**src/rtl/mos6502s_pkg.sv**
```systemverilog
// mos6502s_pkg: shared addressing-mode codes and pointer-fetch state encoding
package mos6502s_pkg;
    localparam logic [3:0] MODE_INDIRECT     = 4'h9;
    localparam logic [3:0] MODE_INDEXED_IND  = 4'hA;
    localparam logic [3:0] MODE_INDIRECT_IDX = 4'hB;

    typedef enum logic [2:0] {
        PF_IDLE,
        PF_FETCH_LO,
        PF_FETCH_HI,
        PF_FIX,
        PF_DONE
    } pf_state_t;
endpackage

```
**src/rtl/mos6502s_index_adder.sv**
```systemverilog
// mos6502s_index_adder: 16-bit base plus 8-bit index with unfixed address and low-byte carry
// Ports: base/index in; sum = base+index, unfixed = {base_hi, sum_lo}, carry = carry out of low byte
module mos6502s_index_adder (
    input  logic [15:0] base,
    input  logic [7:0]  index,
    output logic [15:0] sum,
    output logic [15:0] unfixed,
    output logic        carry
);
    logic [8:0] lo_sum;
    assign lo_sum  = {1'b0, base[7:0]} + {1'b0, index};
    assign sum     = base + {8'h00, index};
    assign unfixed = {base[15:8], lo_sum[7:0]};
    assign carry   = lo_sum[8];
endmodule

```
**src/rtl/mos6502s_pointer_fetch.sv**
```systemverilog
// mos6502s_pointer_fetch: reads indirect pointer bytes and assembles the effective address
// Ports: clk, rst_n (sync, active-low); start/mode/ptr_addr_lo/ptr_addr_hi/y_reg request;
//        mem_addr/mem_rd/mem_rdata/mem_ready byte read port; eff_addr/page_cross/busy/done result.
// MOS6502S_PAGE_CROSS_DUMMY_READ_EN adds the NMOS dummy read at the unfixed address on page cross.
module mos6502s_pointer_fetch
    import mos6502s_pkg::*;
(
    input  logic        clk,
    input  logic        rst_n,
    input  logic        start,
    input  logic [3:0]  mode,
    input  logic [15:0] ptr_addr_lo,
    input  logic [15:0] ptr_addr_hi,
    input  logic [7:0]  y_reg,
    output logic [15:0] mem_addr,
    output logic        mem_rd,
    input  logic [7:0]  mem_rdata,
    input  logic        mem_ready,
    output logic [15:0] eff_addr,
    output logic        page_cross,
    output logic        busy,
    output logic        done
);
    pf_state_t   state, state_nx;
    logic        idx_q;
    logic [15:0] ptr_lo_q, ptr_hi_q, fix_addr;
    logic [7:0]  y_q, lo_q;
    logic [15:0] sum, unfixed;
    logic        carry, mode_ok, fix_needed;

    assign mode_ok = mode inside {MODE_INDIRECT, MODE_INDEXED_IND, MODE_INDIRECT_IDX};

    // Non-indexed modes add zero, so carry (and page_cross) is naturally 0 for them.
    mos6502s_index_adder u_adder (
        .base    ({mem_rdata, lo_q}),
        .index   (idx_q ? y_q : 8'h00),
        .sum     (sum),
        .unfixed (unfixed),
        .carry   (carry)
    );

`ifdef MOS6502S_PAGE_CROSS_DUMMY_READ_EN
    assign fix_needed = carry;
`else
    assign fix_needed = 1'b0;
`endif

    always_comb begin
        state_nx = state;
        mem_rd   = 1'b0;
        mem_addr = 16'h0000;
        unique case (state)
            PF_IDLE:     state_nx = (start && mode_ok) ? PF_FETCH_LO : PF_IDLE;
            PF_FETCH_LO: begin
                mem_rd   = 1'b1;
                mem_addr = ptr_lo_q;
                state_nx = mem_ready ? PF_FETCH_HI : PF_FETCH_LO;
            end
            PF_FETCH_HI: begin
                mem_rd   = 1'b1;
                mem_addr = ptr_hi_q;
                state_nx = !mem_ready ? PF_FETCH_HI : fix_needed ? PF_FIX : PF_DONE;
            end
            PF_FIX: begin
                mem_rd   = 1'b1;
                mem_addr = fix_addr;
                state_nx = mem_ready ? PF_DONE : PF_FIX;
            end
            PF_DONE:     state_nx = PF_IDLE;
            default:     state_nx = PF_IDLE;
        endcase
    end

    assign busy = state != PF_IDLE;
    assign done = state == PF_DONE;

    always_ff @(posedge clk) begin
        if (!rst_n) begin
            state      <= PF_IDLE;
            eff_addr   <= 16'h0000;
            page_cross <= 1'b0;
        end else begin
            state <= state_nx;
            if (state == PF_IDLE && start && mode_ok) begin
                idx_q    <= mode == MODE_INDIRECT_IDX;
                ptr_lo_q <= ptr_addr_lo;
                ptr_hi_q <= ptr_addr_hi;
                y_q      <= y_reg;
            end
            if (state == PF_FETCH_LO && mem_ready)
                lo_q <= mem_rdata;
            if (state == PF_FETCH_HI && mem_ready) begin
                eff_addr   <= sum;
                page_cross <= carry;
                fix_addr   <= unfixed;
            end
        end
    end
endmodule

```
**config.mk**
```make
export PLATFORM = sky130hd
export DESIGN_NAME = mos6502s_pointer_fetch
export DESIGN_NICKNAME = d
export VERILOG_FILES = /design/src/rtl/mos6502s_pkg.sv /design/src/rtl/mos6502s_index_adder.sv /design/src/rtl/mos6502s_pointer_fetch.sv
export SDC_FILE = /design/constraint.sdc
export NUM_CORES = 1
export LEC_CHECK = 0
export CAP_MARGIN = 0
export CORE_ASPECT_RATIO = 2
export CORE_MARGIN = 4
export CORE_UTILIZATION = 54
export CTS_CLUSTER_DIAMETER = 40
export CTS_CLUSTER_SIZE = 14
export DETAILED_ROUTE_END_ITERATION = 10
export PLACE_DENSITY = 0.87
export SYNTH_ARGS = -nofsm -noshare
export SYNTH_HDL_FRONTEND = slang
export SYNTH_HIERARCHICAL = 1
export SYNTH_SLANG_ARGS = --single-unit
```
**constraint.sdc**
```tcl
create_clock -name clk -period 5.4 [get_ports clk]
set_input_delay 1.08 -clock clk [delete_from_list [all_inputs] [get_ports clk]]
set_output_delay 1.08 -clock clk [all_outputs]
set_load 0.01 [all_outputs]
```
==> metrics.yaml <==
outcome:
  outcome: "finished clean"
cts:
  cts_buffer_depth: 2
  root_buffer: "clkbuf_16"
  postCtsSetupRepairBufs: 0
  htreeDepth: 3
  cts_made_buffers: 9
  clk_latency_ns: 0.33
  clkTransAtPathRegs_ns: 0.06
  hold_buffers: 0
  clkSinkCount: 85
  cts_tree: "built"
  ctsResizeCount: 0
critical_path:
  crit_path_start: "state[1]"
  critical_path_buf_inv_count: 1
  critPathTopFamily: "simple AND/OR/NAND/NOR gates"
  cp.arrival_ns: 3.19
  worst-r2r-cell-count: 3
  worst_setup_path_start_kind: "flop"
  worstPathMaxFanout: 24
  timing.rr.end: "y_q[7]"
  cp_cell_sequence: "nor2b_1 -> a22oi_1 -> nor2_1 -> clkdlybuf4s50_1"
  reg2reg_slack_ns: 2.78
  cp_slowest_cell: "nor2b_1"
  crit_type: "flop to output pin"
  critPathMaxStageDelay_ns: 0.97
  rr_startpoint: "state[1]"
  required_ns: 4.32
  endpoint_kind: "output pin"
synthesis:
  yosys_register_bits: 85
  synth.area.top_cells: "edfxtp_1 50%, dfxtp_1 10%, mux2_2 4.3%"
  ys_warn_count: 6
  syn_nets: 383
  synth_seq_area_share_pct: 60.33
  synth_edf_count: 65
  syn_area_um2: 3899
  synthArstFlopShare_pct: 0
  avgSynthCellArea_um2: 12.26
  synth_top_area_share_pct: 50.06
  synthCells: 318
  synth-main-ff-cell: "edfxtp_1"
  synth.distinct_cells: 44
  yosysTopAreaCell: "edfxtp_1"
global_routing:
  grt_max_degree: 42
  grt.overflow.total: 0
  antenna_found_initial: 0
  grt_use_total_pct: 21.36
  grt_pass1_wl_um: 13440
  grt_pass1_vias: 2840
timing:
  worst_pin_slew_ns: 1.273
  max_slew_margin_pct: 14.64
  finClkSkew_ns: 0.006106
  max_freq_ghz: 0.2339
  setup_viol: 0
  rsz0062_at_grt: "no"
  min_period_ns: 4.275
  fin_setup_tns_ns: 0
  period_share_pct: 79.16
  hold_viol: 0
  worst_slack_ns: 1.125
  drv_slew: 0
  whs_ns: 0.4595
placed_design:
  place_ws_ns: 1.457
  port-buffer-count: 91
  finalWeightedCongestion: 0.8607
  dp_hpwl_um: 6304
routing:
  postRouteAntennaNets: 0
  wl_per_cell_um: 17.67
  vias_per_cell: 5.646
  highest_layer: "met4"
  drc_errors: 0
  vias: 2744
  wl_um: 8589
  firstDrtPassIters: 4
  met1Wirelength_um: 3026
  drt_iter0_drc: 147
  wl_met3_um: 505
  wl_met2_um: 4730
power_and_ir_drop:
  clkPwrFrac_pct: 42.0
  pwr-share-comb_pct: 7.1
  p_sw_w: 0.0002671
  p_int_w: 0.001139
  p_leak_nw: 1.693
  vdd_ir_drop_max_mv: 0.1766
  pwr-share-seq_pct: 50.9
  pwr_density_cell_nw_per_um2: 279.7
  swShare_pct: 19.00
floorplanning:
  initial_utilization_pct: 55.74
  ios: 92
  die-area_um2: 8725
  die_w_um: 68.08
  coreArea_um2: 6994
  num_rows: 43
  dieHeight_um: 128.2
final_layout:
  drive_above_1_share_pct: 10.10
  final_nets: 456
  n_antenna_cell: 0
  area_growth_pct: 28.98
min_path:
  hp-class: "flop to flop"
  timing.hold.worst.start: "eff_addr[10]"
  holdPathEnd: "eff_addr[10]"
  hold-path-cell-count: 2
flow_run:
  cap_violations: 0
-- metal layers --
metal | vias to the layer above | global-route usage [%]
met5 | - | 0
met4 | 0 | 12.66
met3 | 27 | 5.789
met2 | 114 | 36.46
met1 | 1304 | 22.46
li1 | 1299 | -
-- final cells by class --
type | count | area, µm²
sequential | 85 | 2352
fill | 490 | 1966
multi-input combinational | 201 | 1348
timing repair buffer | 91 | 910.9
clock buffer | 12 | 246.5
tap | 90 | 112.6
clock inverter | 4 | 47.55
inverter | 3 | 11.26
-- Yosys cell counts (2+ instances only) --
master,n
mux2_2,15
dfxtp_1,20
buf_2,4
nand3_2,2
buf_4,21
nor2_1,23
nor3_1,4
nand3_1,8
o211ai_1,2
o21ai_0,3
and4_2,2
ha_1,8
nand2_1,39
clkbuf_1,3
nand2b_1,4
inv_1,2
xnor2_1,7
a22oi_1,16
and3_1,3
a21oi_2,2
a211oi_1,5
and2_1,10
a21oi_1,23
nor2b_1,3
nand4_1,2
xor2_1,5
edfxtp_1,65
-- worst max path at each step --
stage,depth (start not counted),slack [ns],to
after floorplan,3,1.74,idx_q
after global placement,4,1.56,mem_addr[15]
after detailed placement,4,1.46,mem_addr[3]
after CTS,4,1.09,mem_addr[3]
after global routing,4,0.87,mem_addr[3]
final,4,1.13,mem_addr[11]
-- cells by family (layout without fill, tap and decap cells) --
group	count (synthesis)	after routing	synth area share [%]
AOI/OAI and AO/OA	56	56	9.307
xor gates and xnor gates	12	12	2.696
adders and majority gates	9	9	3.081
buffers and inverters	32	110	5.424
DFF	85	85	60.33
muxes	16	16	4.717
and+or+nand+nor	108	108	14.44
-- flip-flops by register name, summed over array words and instances (netlist names) --
signal      count
eff_addr       16
fix_addr       16
idx_q           1
ptr_lo_q       16
y_q             8
lo_q            8
ptr_hi_q       16
state           3
page_cross      1
-- power by group through the flow --
| stage | combinational [W] | clock [W] | sequential, W |
|---|---|---|---|
| after floorplan | 0.0000463 | 0 | 0.000727 |
| after global placement | 0.0000965 | 0 | 0.000729 |
| after detailed placement | 0.0000986 | 0 | 0.000730 |
| after CTS | 0.0000993 | 0.000606 | 0.000716 |
| after global routing | 0.000106 | 0.000633 | 0.000716 |
| final | 0.0000995 | 0.000591 | 0.000716 |
-- layout by cell type (no fill, tap or decap), types with 4 or more instances in the layout --
| cell | n |
|---|---|
| a211oi_1 | 5 |
| a21oi_1 | 23 |
| a22oi_1 | 16 |
| and2_1 | 10 |
| clkbuf_16 | 9 |
| clkdlybuf4s50_1 | 91 |
| dfxtp_1 | 20 |
| edfxtp_1 | 65 |
| ha_1 | 8 |
| mux2_2 | 15 |
| nand2_1 | 39 |
| nand2b_1 | 4 |
| nand3_1 | 8 |
| nor2_1 | 22 |
| xnor2_1 | 7 |
| xor2_1 | 5 |
-- worst register-to-register path, stage by stage, from the launching register on --
cell and delay [ns]:
dfxtp_1 0.62, or3_4 0.52, nand4bb_4 0.23, nor2_4 0.86
-- stage by stage --
stage	area, µm²	total power, W	instances	utilization, %
floorplan	3899	0.0007733	318	-
CTS	5029	0.001421	486	71.90
global route	5029	0.001456	486	71.90
detailed placement	4735	0.0008283	470	67.69
global placement	4735	0.0008258	470	67.69
finish	5029	0.001406	486	71.90
Note: power is estimated with default switching activity, not from simulation.
